--- config.mk ---
export PLATFORM = sky130hd
export DESIGN_NAME = multi_timer
export DESIGN_NICKNAME = d
export VERILOG_FILES = /design/src/rtl/multi_timer.sv
export SDC_FILE = /design/constraint.sdc
export NUM_CORES = 1
export LEC_CHECK = 0
export ABC_AREA = 1
export BUFFER_PORTS_ARGS = -buffer_cell sky130_fd_sc_hd__clkbuf_2
export CAP_MARGIN = 20
export CORE_MARGIN = 8
export CORE_UTILIZATION = 30
export DETAILED_ROUTE_END_ITERATION = 6
export PLACE_DENSITY = 0.51
export SLEW_MARGIN = 20
export SYNTH_ARGS = -nofsm -noshare
export SYNTH_HDL_FRONTEND = slang
export SYNTH_SLANG_ARGS = --single-unit
--- constraint.sdc ---
create_clock -name clk -period 2 [get_ports clk]
set_input_delay 0.1 -clock clk [delete_from_list [all_inputs] [get_ports clk]]
set_output_delay 0.1 -clock clk [all_outputs]
set_load 0.02 [all_outputs]
--- src/rtl/multi_timer.sv ---
// -----------------------------------------------------------------------------
// multi_timer
//
// Multi-channel timer. CHANNELS independent WIDTH-bit up-counters share one
// free-running programmable prescaler. Each channel has its own terminal
// (period) register, start/stop control, one-shot or periodic mode, a
// one-cycle expiry pulse and a sticky expiry flag.
//
// Ports
//   clk        system clock, all state updates on the rising edge
//   rst        asynchronous active-low reset of all state
//   rst_timer  synchronous clear of channels and prescaler (periods kept)
//   prescale   tick divider: one tick every prescale+1 clock cycles
//   wr_en      write strobe for the period register selected by wr_ch
//   wr_ch      channel index for the period write (out-of-range is ignored)
//   wr_data    new period value
//   start      per-channel start/restart strobe
//   stop       per-channel stop strobe
//   periodic   per-channel mode: 1 = periodic, 0 = one-shot
//   clr_flag   per-channel sticky-flag clear
//   count_out  channel i count in bits [i*WIDTH +: WIDTH]
//   running    1 while the channel is in RUN
//   expire     one-cycle registered pulse on expiry
//   flag       sticky expiry flag
// -----------------------------------------------------------------------------
module multi_timer #(
    parameter int WIDTH      = 8,
    parameter int CHANNELS   = 4,
    parameter int PRESCALE_W = 8,
    localparam int CH_W      = (CHANNELS > 1) ? $clog2(CHANNELS) : 1
) (
    input  logic                      clk,
    input  logic                      rst,
    input  logic                      rst_timer,
    input  logic [PRESCALE_W-1:0]     prescale,
    input  logic                      wr_en,
    input  logic [CH_W-1:0]           wr_ch,
    input  logic [WIDTH-1:0]          wr_data,
    input  logic [CHANNELS-1:0]       start,
    input  logic [CHANNELS-1:0]       stop,
    input  logic [CHANNELS-1:0]       periodic,
    input  logic [CHANNELS-1:0]       clr_flag,
    output logic [CHANNELS*WIDTH-1:0] count_out,
    output logic [CHANNELS-1:0]       running,
    output logic [CHANNELS-1:0]       expire,
    output logic [CHANNELS-1:0]       flag
);

    typedef enum logic [1:0] {
        ST_IDLE = 2'd0,
        ST_RUN  = 2'd1,
        ST_DONE = 2'd2
    } state_t;

    // -------------------------------------------------------------------------
    // Shared prescaler
    // -------------------------------------------------------------------------
    logic [PRESCALE_W-1:0] r_pre_cnt;
    logic                  w_tick;

    // Tick only on equality; wrap on >= so that lowering prescale below the
    // current count restarts the divider without emitting a spurious tick.
    assign w_tick = (r_pre_cnt == prescale);

    always_ff @(posedge clk or negedge rst) begin
        if (!rst) begin
            r_pre_cnt <= '0;
        end else if (rst_timer || (r_pre_cnt >= prescale)) begin
            r_pre_cnt <= '0;
        end else begin
            r_pre_cnt <= r_pre_cnt + PRESCALE_W'(1);
        end
    end

    // -------------------------------------------------------------------------
    // Channels
    // -------------------------------------------------------------------------
    for (genvar gi = 0; gi < CHANNELS; gi++) begin : g_ch
        state_t           r_state;
        logic [WIDTH-1:0] r_count;
        logic [WIDTH-1:0] r_period;
        logic             r_expire;
        logic             r_flag;
        logic             w_wr_sel;
        logic             w_expiry;

        // An index that does not name an existing channel matches nothing.
        assign w_wr_sel = wr_en && (wr_ch == CH_W'(gi));

        // Expiry happens only on a tick in RUN that is not overridden by a
        // stop or start strobe in the same cycle. The >= compare lets a
        // period written below the current count expire on the next tick.
        assign w_expiry = (r_state == ST_RUN) && w_tick &&
                          (r_count >= r_period) &&
                          !stop[gi] && !start[gi];

        // Period register: unaffected by rst_timer, reset to all-ones so an
        // unprogrammed periodic channel wraps over the full counter range.
        always_ff @(posedge clk or negedge rst) begin
            if (!rst) begin
                r_period <= '1;
            end else if (w_wr_sel) begin
                r_period <= wr_data;
            end
        end

        // Channel FSM with registered count, expire and flag.
        always_ff @(posedge clk or negedge rst) begin
            if (!rst) begin
                r_state  <= ST_IDLE;
                r_count  <= '0;
                r_expire <= 1'b0;
                r_flag   <= 1'b0;
            end else if (rst_timer) begin
                r_state  <= ST_IDLE;
                r_count  <= '0;
                r_expire <= 1'b0;
                r_flag   <= 1'b0;
            end else begin
                r_expire <= w_expiry;

                // Set beats a simultaneous clear.
                if (w_expiry) begin
                    r_flag <= 1'b1;
                end else if (clr_flag[gi]) begin
                    r_flag <= 1'b0;
                end

                if (stop[gi]) begin
                    r_state <= ST_IDLE;
                end else if (start[gi]) begin
                    // Also a restart when already running: no expire pulse.
                    r_state <= ST_RUN;
                    r_count <= '0;
                end else begin
                    case (r_state)
                        ST_RUN: begin
                            if (w_tick) begin
                                if (r_count >= r_period) begin
                                    if (periodic[gi]) begin
                                        r_count <= '0;
                                    end else begin
                                        // One-shot keeps its final count.
                                        r_state <= ST_DONE;
                                    end
                                end else begin
                                    r_count <= r_count + WIDTH'(1);
                                end
                            end
                        end
                        ST_IDLE, ST_DONE: begin
                            r_state <= r_state;
                        end
                        default: begin
                            r_state <= ST_IDLE;
                        end
                    endcase
                end
            end
        end

        assign count_out[gi*WIDTH +: WIDTH] = r_count;
        assign running[gi]                  = (r_state == ST_RUN);
        assign expire[gi]                   = r_expire;
        assign flag[gi]                     = r_flag;
    end

endmodule

==> impl_results.md <==
- Status: finished, final reports clean
- RePlAce Congestion: 0.766
- Commonest non-fill, non-tap cell in the layout: nand2_1
- R2R Setup Slk: 0.12 ns
- Placed cell area: 6420 sq um
- Mapped Avg Cell Area: ~7.6 sq um
- Power share of the sequential group: a little over two fifths
- FP Rows: 50
- Die width: 152 um
- Final WL: 14.3 mm
- Clk buf depth: 2
- H-tree depth: 3
- #FFs+latches synth: 88
- Fin crit period: 1.88 ns
- Internal: 3.41 mW
- Root buffer selected by CTS: clkbuf_16
- Crit-path max FO: 6
- RSZ-0062 raised after global routing: yes
- Arrival @ worst endpoint: about 2.1 ns
- Dominant synthesized flop cell: dfrtp_1
- Mapped Cells: 731
- Layout cells sized above 1: around a quarter
- Clock transition at path regs: 0.07 ns
- 1st-pass router iterations: 4
- Switching Share: around 29%
- Most area-consuming cells after synthesis: dfrtp_1 25%, dfstp_2 15%, nand2_1 14%, ha_1 10%, inv_1 7.7%
- Post-route cell area: between 6000 and 7000 sq um
- Antenna violations before repair: 0
- Crit path max-delay cell type: dfrtp_1
- Routed vias: slightly below 5000
- Largest net degree at the start of global routing: 35
- Antenna-violating nets left: 0
- Slowest stage delay, CP: 0.38 ns
- TritonCTS buffer count: 9
- Final setup viols: 0
- MaxCap Viol Count: 0
- Final Max Tran Viols: 0
- Final Skew: ~0.0085 ns
- Worst Setup End Kind: flop
- Leading area contributor after synthesis: dfrtp_1
- Skew-Pair Late Insertion Delay: 0.34 ns
- CP Launch Type: flop
- Peak supply drop: 382 uV
- Syn Nets: roughly 800
- Final hold violation count: 0
- Number of I/O port buffers: 81
- Final setup TNS: 0 ns
- Buf/Inv on CP: 2
- Drt via density: between 4 and 5
- CTS tree: yes
- Place WS: -0.0208 ns
- Commonest non-fill, non-tap cells in the layout: 197 x nand2_1, 113 x inv_1, 80 x clkbuf_2, 72 x nor2_1, 56 x dfrtp_1
- Post-synth EDFFs: 0
- Nets@finish: 931
- Synth Cell Area: 5560 sq um
- Global-route usage over all layers: 12.5%
- Die height: between 150 and 200 um
- Io pins: 82
- Critical path type: flop to flop
- Iter 0 DRT Violations: 275
- Ant diodes: 0
- Dpl hpwl: 10.8 mm
- Vias in the first global route: 4747
- P_leak: 3.64 nW
- Relative slew slack: 62.4%
- Ys async rst share: 100%
- Total die area: 23200 sq um
- Switching pwr: 1.38 mW
- Register area share after synthesis: 40.3%
- DRC violations left: 0
- Global-route wire length before repair: 23.8 mm
- Setup slack after layout: 0.119 ns
- Share of total power in combinational logic: 19.5%
- Power Total: approximately 4.8 mW
- Worst hold path type: primary input to flop
- Initial Utilization: 30.1%
- Unique masters post-synth: 31
- Clock power frac: 37.1%
- Total gr overflow: 0
- Final period utilization: 94.1%
- Crit path cell chain: ha_1 -> nand2_1 -> nor2_4 -> nand4_4 -> buf_12 -> clkinvlp_4 -> nand2_1 -> nand2_1 -> nand2_1 -> nand2_1 -> o21ai_1
- Routed wire per std cell: 13.1 um
- Power Density: 687 nW/um^2
- CP required: 2.23 ns
- Most used cell, CP: nand2_1
- Peak Freq: about 0.53 GHz
- Syn-to-layout area delta: 25.4%
- Top cell type's share of synthesized area: 25.2%
- Ys Warns: 0
- Worst Tran Pin Value: roughly 0.56 ns
- # clock sinks: 88
- Core area: 18500 sq um
- Largest delay share family, worst path: simple AND/OR/NAND/NOR gates
## routing by layer
metal / wire (um) / global-route usage, %
met1: 7060 / 17.0
met2: 6520 / 19.6
met3: 482 / 2.61
met4: 225 / 3.76
met5: 0 / 0
## timing repair
item | CTS | global route
resized for setup | 1 | 32
buffers inserted | 0 | 6
hold endpoints to repair | 22 | 0
gates cloned | 0 | 1
hold buffers | 2 | 0
setup endpoints to repair | 7 | 39
pin swaps | 0 | 9
## metrics by stage
step	hold slack, ns	util (%)	instances
final	0.0174	37.8	1087
after global routing	0.0198	37.8	1087
after CTS	0.00382	36.6	1080
after detailed placement	0.0966	34.8	1062
after global placement	0.0955	34.8	1062
after floorplan	-0.196	-	731
## path summary, 6_finish.rpt
| check | from | end | cells after the start |
|---|---|---|---|
| max in group asynchronous | rst | g_ch[2].r_period[2]$_DFFE_PN1P_ | 3 |
| worst max-delay path | r_pre_cnt[5]$_DFF_PN0_ | g_ch[0].r_state[1]$_DFFE_PN0P_ | 11 |
| worst max register to register | r_pre_cnt[5]$_DFF_PN0_ | g_ch[0].r_state[1]$_DFFE_PN0P_ | 11 |
| worst min register to register | g_ch[2].r_period[7]$_DFFE_PN1P_ | g_ch[2].r_period[7]$_DFFE_PN1P_ | 2 |
| worst min-delay path | clr_flag[2] | g_ch[2].r_flag$_DFFE_PN0P_ | 4 |
| min in group asynchronous | rst | g_ch[3].r_state[0]$_DFFE_PN0P_ | 2 |
## Yosys cell counts (all sizes together), types with 2 or more instances
library cell,number
xnor2,6
o21a,4
nor3,10
dfrtp,56
ha,45
nor3b,2
o21bai,2
clkbuf,4
o21ai,48
dfstp,32
xor2,15
a21oi,15
nor2,77
nand2,213
nand4,20
nand3,54
a22oi,2
buf,9
inv,115
## tightest hold or removal path: stages
cell	delay, ns
clkbuf_2	0.08
nor2_1	0.03
nand2_1	0.04
o21ai_0	0.06
## state kept, by name (all words and copies together), names as in the netlist
register and cells:
g_ch.r_flag 4, g_ch.r_period 32, r_pre_cnt 8, g_ch.r_state 8, g_ch.r_count 32, g_ch.r_expire 4
## cell type report
class	instances	area, sq um
inverter	115	435
sequential	88	2240
fill	1923	11500
clock buffer	14	274
multi-input combinational	516	2950
clock inverter	2	37.5
timing repair buffer	118	748
tap	234	293
## cells by family (layout without fill, tap and decap cells)
logic type | count (synthesis) | after routing | share of synthesized area [%]
XOR/XNOR | 21 | 21 | 3.31
AO/OA/AOI/OAI | 71 | 71 | 7.38
AND/OR/NAND/NOR | 378 | 379 | 29.6
adder cells (fa/ha/maj) | 45 | 45 | 10.1
flip-flops | 88 | 88 | 40.3
buffers and inverters | 128 | 249 | 9.31
## power groups by stage
stage	clock network, mW	registers, mW	logic, mW
after CTS	1.84	2.08	0.907
after global routing	1.92	2.10	1.10
final	1.78	2.08	0.935
after floorplan	0	2.13	0.548
after detailed placement	0	2.11	0.901
after global placement	0	2.10	0.889
Power figures use the tool's default switching activity.
